`config.mk`:
```
export PLATFORM = sky130hd
export DESIGN_NAME = axi4lite_regbank
export DESIGN_NICKNAME = d
export VERILOG_FILES = /design/src/rtl/axi4lite_regbank.sv
export SDC_FILE = /design/constraint.sdc
export NUM_CORES = 1
export LEC_CHECK = 0
export ABC_AREA = 1
export CAP_MARGIN = 0
export CELL_PAD_IN_SITES_DETAIL_PLACEMENT = 1
export CELL_PAD_IN_SITES_GLOBAL_PLACEMENT = 1
export CORE_ASPECT_RATIO = 1.75
export CORE_UTILIZATION = 36
export CTS_BUF_LIST = sky130_fd_sc_hd__clkbuf_8
export CTS_CLUSTER_DIAMETER = 50
export DETAILED_ROUTE_END_ITERATION = 7
export PLACE_DENSITY_LB_ADDON = 0.05
export SKIP_CTS_REPAIR_TIMING = 1
export SYNTH_ARGS = -nofsm -noshare
export SYNTH_HDL_FRONTEND = slang
export SYNTH_SLANG_ARGS = --single-unit
```
`constraint.sdc`:
```
create_clock -name clk -period 2.4 [get_ports clk]
set_clock_uncertainty 0.2 [all_clocks]
set_input_delay 0.6 -clock clk [delete_from_list [all_inputs] [get_ports clk]]
set_output_delay 0.6 -clock clk [all_outputs]
set_load 0.01 [all_outputs]
```
`src/rtl/axi4lite_regbank.sv`:
```
// AXI4-Lite slave register bank.
// NUM_REGS registers of DATA_WIDTH bits, byte-addressed, with WSTRB byte
// enables, independent AW/W acceptance and one outstanding write/read.
// Optional build macro AXIL_ADDR_ERR_EN: out-of-range accesses answer
// SLVERR instead of OKAY (handshake timing is the same either way).
module axi4lite_regbank #(
  parameter int ADDR_WIDTH = 4,
  parameter int DATA_WIDTH = 32,
  parameter int NUM_REGS   = 4
) (
  input  logic                           clk,
  input  logic                           rst_n,
  input  logic [ADDR_WIDTH-1:0]          s_awaddr,
  input  logic                           s_awvalid,
  output logic                           s_awready,
  input  logic [DATA_WIDTH-1:0]          s_wdata,
  input  logic [DATA_WIDTH/8-1:0]        s_wstrb,
  input  logic                           s_wvalid,
  output logic                           s_wready,
  output logic [1:0]                     s_bresp,
  output logic                           s_bvalid,
  input  logic                           s_bready,
  input  logic [ADDR_WIDTH-1:0]          s_araddr,
  input  logic                           s_arvalid,
  output logic                           s_arready,
  output logic [DATA_WIDTH-1:0]          s_rdata,
  output logic [1:0]                     s_rresp,
  output logic                           s_rvalid,
  input  logic                           s_rready,
  output logic [NUM_REGS*DATA_WIDTH-1:0] reg_out
);
  localparam int STRB_W   = DATA_WIDTH / 8;
  localparam int ADDR_LSB = $clog2(STRB_W);
  localparam logic [ADDR_WIDTH-1:0] LAST_IDX = ADDR_WIDTH'(NUM_REGS - 1);
  localparam logic [1:0] RESP_OKAY   = 2'b00;
  localparam logic [1:0] RESP_SLVERR = 2'b10;
`ifdef AXIL_ADDR_ERR_EN
  localparam logic [1:0] RESP_OOR = RESP_SLVERR;
`else
  localparam logic [1:0] RESP_OOR = RESP_OKAY;
`endif

  logic                                 r_live;
  logic                                 r_aw_full, r_w_full;
  logic [ADDR_WIDTH-1:0]                r_aw_addr;
  logic [DATA_WIDTH-1:0]                r_w_data;
  logic [STRB_W-1:0]                    r_w_strb;
  logic                                 r_bvalid, r_rvalid;
  logic [1:0]                           r_bresp, r_rresp;
  logic [DATA_WIDTH-1:0]                r_rdata;
  logic [NUM_REGS-1:0][DATA_WIDTH-1:0]  r_regs;

  logic                  w_aw_hs, w_w_hs, w_ar_hs, w_commit;
  logic [ADDR_WIDTH-1:0] w_waddr, w_widx, w_ridx;
  logic [DATA_WIDTH-1:0] w_wdata, w_rd_val;
  logic [STRB_W-1:0]     w_wstrb;
  logic                  w_wr_ok, w_rd_ok;

  // A slot only accepts while empty and no write response is outstanding.
  assign s_awready = r_live & ~r_aw_full & ~r_bvalid;
  assign s_wready  = r_live & ~r_w_full  & ~r_bvalid;
  assign s_arready = r_live & ~r_rvalid;

  assign w_aw_hs  = s_awvalid & s_awready;
  assign w_w_hs   = s_wvalid  & s_wready;
  assign w_ar_hs  = s_arvalid & s_arready;
  // Commit as soon as address and data are both on hand, held or live.
  assign w_commit = (r_aw_full | w_aw_hs) & (r_w_full | w_w_hs);

  assign w_waddr = r_aw_full ? r_aw_addr : s_awaddr;
  assign w_wdata = r_w_full  ? r_w_data  : s_wdata;
  assign w_wstrb = r_w_full  ? r_w_strb  : s_wstrb;
  assign w_widx  = w_waddr  >> ADDR_LSB;
  assign w_ridx  = s_araddr >> ADDR_LSB;
  assign w_wr_ok = (w_widx <= LAST_IDX);
  assign w_rd_ok = (w_ridx <= LAST_IDX);

  assign s_bvalid = r_bvalid;
  assign s_bresp  = r_bresp;
  assign s_rvalid = r_rvalid;
  assign s_rdata  = r_rdata;
  assign s_rresp  = r_rresp;
  assign reg_out  = r_regs;

  // Read mux; no index match leaves zero for out-of-range reads.
  always_comb begin
    w_rd_val = '0;
    for (int i = 0; i < NUM_REGS; i++)
      if (w_ridx == ADDR_WIDTH'(i)) w_rd_val = r_regs[i];
  end

  // Ready gating: readies stay low until the first edge out of reset.
  always_ff @(posedge clk) begin
    if (!rst_n) r_live <= 1'b0;
    else        r_live <= 1'b1;
  end

  // AW/W holding slots; both empty on the commit edge.
  always_ff @(posedge clk) begin
    if (!rst_n) begin
      r_aw_full <= 1'b0;
      r_w_full  <= 1'b0;
      r_aw_addr <= '0;
      r_w_data  <= '0;
      r_w_strb  <= '0;
    end else if (w_commit) begin
      r_aw_full <= 1'b0;
      r_w_full  <= 1'b0;
    end else begin
      if (w_aw_hs) begin
        r_aw_full <= 1'b1;
        r_aw_addr <= s_awaddr;
      end
      if (w_w_hs) begin
        r_w_full <= 1'b1;
        r_w_data <= s_wdata;
        r_w_strb <= s_wstrb;
      end
    end
  end

  // Register array: byte-masked write on commit to an in-range index.
  always_ff @(posedge clk) begin
    if (!rst_n) begin
      r_regs <= '0;
    end else if (w_commit && w_wr_ok) begin
      for (int i = 0; i < NUM_REGS; i++)
        if (w_widx == ADDR_WIDTH'(i))
          for (int b = 0; b < STRB_W; b++)
            if (w_wstrb[b]) r_regs[i][b*8 +: 8] <= w_wdata[b*8 +: 8];
    end
  end

  // Write response: raised on commit, held until BREADY.
  always_ff @(posedge clk) begin
    if (!rst_n) begin
      r_bvalid <= 1'b0;
      r_bresp  <= RESP_OKAY;
    end else if (w_commit) begin
      r_bvalid <= 1'b1;
      r_bresp  <= w_wr_ok ? RESP_OKAY : RESP_OOR;
    end else if (r_bvalid && s_bready) begin
      r_bvalid <= 1'b0;
    end
  end

  // Read response: registered on AR handshake (pre-commit register value),
  // held until RREADY.
  always_ff @(posedge clk) begin
    if (!rst_n) begin
      r_rvalid <= 1'b0;
      r_rdata  <= '0;
      r_rresp  <= RESP_OKAY;
    end else if (w_ar_hs) begin
      r_rvalid <= 1'b1;
      r_rdata  <= w_rd_ok ? w_rd_val : '0;
      r_rresp  <= w_rd_ok ? RESP_OKAY : RESP_OOR;
    end else if (r_rvalid && s_rready) begin
      r_rvalid <= 1'b0;
    end
  end
endmodule

```
==> impl_metrics.json <==
{
  "dr.pass1.iters": 5,
  "end_kind": "output pin",
  "slew_violations": 0,
  "p_switching_w": 0.00231,
  "root_buffer": "clkbuf_8",
  "crit_required_ps": 1600,
  "reg2reg_depth": 10,
  "drv_cap": 0,
  "p_leak_nw": 5.00,
  "syn_inst": 1285,
  "cp.arrival_ps": 1510,
  "totalPowerFinal_w": 0.00808,
  "synth_flop_cell": "dfxtp_1",
  "worstMarginPinSlew_ps": 961,
  "htreeDepth": 2,
  "ys_warn_count": 0,
  "p_per_area_nw_per_um2": 634,
  "place_worst_setup_slack_ps": -457,
  "cts_buffers": 34,
  "relSlewSlack": 0.358,
  "critPathBufInv": 1,
  "syn-cell-area_um2": 9080,
  "path_max_fanout": 3,
  "holdPathEnd": "s_rdata[22]",
  "swShare": 0.286,
  "drt_iter0_markers": 534,
  "ys_seq_area_frac": 0.448,
  "finalInstanceArea_um2": 12700,
  "rows": 76,
  "clkTransAtPathRegs_ps": 60,
  "dieArea_um2": 25900,
  "area_growth_pct": 40.3,
  "finalHoldViolCount": 0,
  "r2r_setup_slack_ps": 200,
  "max-clock-path-buffers": 3,
  "grt_start_max_net_pins": 120,
  "holdWs_ps": 264,
  "crit_family": "buffers and inverters",
  "grt.total_usage": 0.258,
  "grt_pass1_wl_mm": 51.1,
  "start_util": 0.367,
  "min_period_ps": 2310,
  "grt_pass1_vias": 9310,
  "wl_met1_mm": 14.1,
  "hold_path_class": "reg -> reg",
  "seqPwrFrac": 0.442,
  "numPortBuffers": 211,
  "drt-total-wl_mm": 33.2,
  "tns_ps": 0,
  "ant_nets": 0,
  "status": "completed",
  "max_clock_freq_mhz": 433,
  "wl_met2_mm": 16.7,
  "p_comb_frac": 0.161,
  "ys_ff_latch": 203,
  "max_stage_delay_ps": 620,
  "grt_setup_unrepaired": "no",
  "met3WireLength_mm": 1.49,
  "die_h_um": 212,
  "num-nets-final": 1570,
  "min_period_over_period": 0.962,
  "fin_ws_ps": 90.6,
  "ys_types": 29,
  "cts.sinks": 203,
  "dp_hpwl_mm": 23.8,
  "route.vias.total": 9451,
  "critical_path.cell_chain": "clkdlybuf4s50_1",
  "synth_async_sr_flop_share": 0,
  "r2r_start": "s_bvalid",
  "placed_area_um2": 12000,
  "n_fill_cell": 3139,
  "r2r-end": "reg_out[99]",
  "clockPowerShare": 0.397,
  "path_class": "reg -> out",
  "antenna_found_initial": 0,
  "viasPerCell": 5.10,
  "globalplace.congestion": 0.820,
  "hold_depth": 2,
  "clock_latency_ps": 530,
  "num_io_pins": 220,
  "wl_per_cell_um": 17.9,
  "cts_tree": "yes",
  "irDropWorstVdd_uv": 407,
  "setup_violations": 0,
  "drive_above_1_share": 0.109,
  "drc": 0,
  "die_x_um": 122,
  "fp.coreArea_um2": 24700,
  "start_kind": "flop",
  "min-delay-start": "s_rdata[22]",
  "antenna_cells": 0,
  "overflow": 0,
  "maxUsedRoutingLayer": "met4",
  "synth_edf_count": 0,
  "cp_slowest_cell": "clkdlybuf4s50_1",
  "syn_area_per_cell_um2": 7.06,
  "p_int_w": 0.00577
}
[metrics by stage]
step,instances,util
4_1_cts,1853,0.514
3_3_place_gp,1794,0.486
6_report,1854,0.515
2_1_floorplan,1288,-
3_5_place_dp,1794,0.486
5_1_grt,1854,0.515
[power by group through the flow]
stage | Clock (W) | Combinational (W) | Sequential, W
6_report | 0.00321 | 0.00130 | 0.00357
5_1_grt | 0.00343 | 0.00142 | 0.00358
4_1_cts | 0.00330 | 0.00131 | 0.00357
3_5_place_dp | 0 | 0.00130 | 0.00364
3_3_place_gp | 0 | 0.00128 | 0.00364
2_1_floorplan | 0 | 0.000662 | 0.00365
[synthesized netlist by cell type, types with 3 or more instances]
library cell,instances,area [um2]
a21oi_1,65,325
buf_1,3,11.3
buf_2,6,30.0
buf_4,8,60.1
buf_6,10,113
clkbuf_1,60,225
dfxtp_1,203,4060
inv_1,48,180
inv_2,5,18.8
mux2i_1,5,50.1
nand2_1,253,950
nand3_1,162,811
nand3_4,4,70.1
nand4_1,23,144
nor2_1,271,1020
nor2_2,3,18.8
nor2_4,20,225
nor3_1,7,35.0
o211ai_1,23,173
o21ai_0,95,475
o21ai_1,3,15.0
[cell families (layout without fill, tap and decap cells)]
logic type	after synthesis	in the layout	synth area share
other	1	4	0.000413
buffers and inverters	142	395	0.0713
AND/OR/NAND/NOR	746	747	0.363
AO/OA/AOI/OAI	188	188	0.112
flip-flops	203	203	0.448
multiplexers	5	5	0.00551
[worst register-to-register path: stages, from the launching register on]
cell      delay (ps)
dfxtp_1          320
inv_1             80
nand2_2           50
buf_4            150
o21bai_2         320
buf_4            210
buf_4            190
nand3_4          160
nor2_4           280
nor2_1            70
nor2_1           120
[final cells by class]
type	count	area, um2	share of cell area
clock buffers	45	619	0.0486
clock inverters	14	87.6	0.00688
inverters	54	203	0.0159
multi-input cells	944	4440	0.348
flip-flops and latches	203	4070	0.319
well taps	312	390	0.0307
repair buffers	282	2930	0.230
[how the worst max path moves through the flow]
stage	startpoint	to	slack, ps	cells after the start
4_1_cts	r_live	s_awready	-280	4
5_1_grt	r_w_full	reg_out[104]	10	7
2_1_floorplan	s_wvalid	reg_out[100]	480	8
3_5_place_dp	s_wvalid	r_w_data[1]	-460	5
6_report	reg_out[3]	reg_out[3]	90	1
3_3_place_gp	s_wvalid	r_w_data[11]	-360	5
[routing by layer]
metal  vias up  global-route usage
met4         0              0.0873
met5         -                   0
li1       4652                   -
met3        52              0.0343
met1      4482               0.324
met2       265               0.446
[cell usage in the layout, fill, tap and decap left out, types with 28 or more instances in the layout]
master / Yosys / final
clkdlybuf4s50_1: 0 / 206
nor2_1: 271 / 267
a21oi_1: 65 / 65
nand3_1: 162 / 162
dfxtp_1: 203 / 202
nor2_4: 20 / 28
o21ai_0: 95 / 95
nand2_1: 253 / 252
clkbuf_8: 0 / 45
inv_1: 48 / 56
buf_4: 8 / 49
[flip-flops by register name (all words and copies together), names as in the netlist]
register and cells:
reg_out 128, r_w_full 1, r_aw_full 1, r_w_strb 4, s_rdata 32, r_aw_addr 2, r_w_data 32, s_rvalid 1
s_bvalid 1, r_live 1
Note: power is estimated with default switching activity, not from simulation.
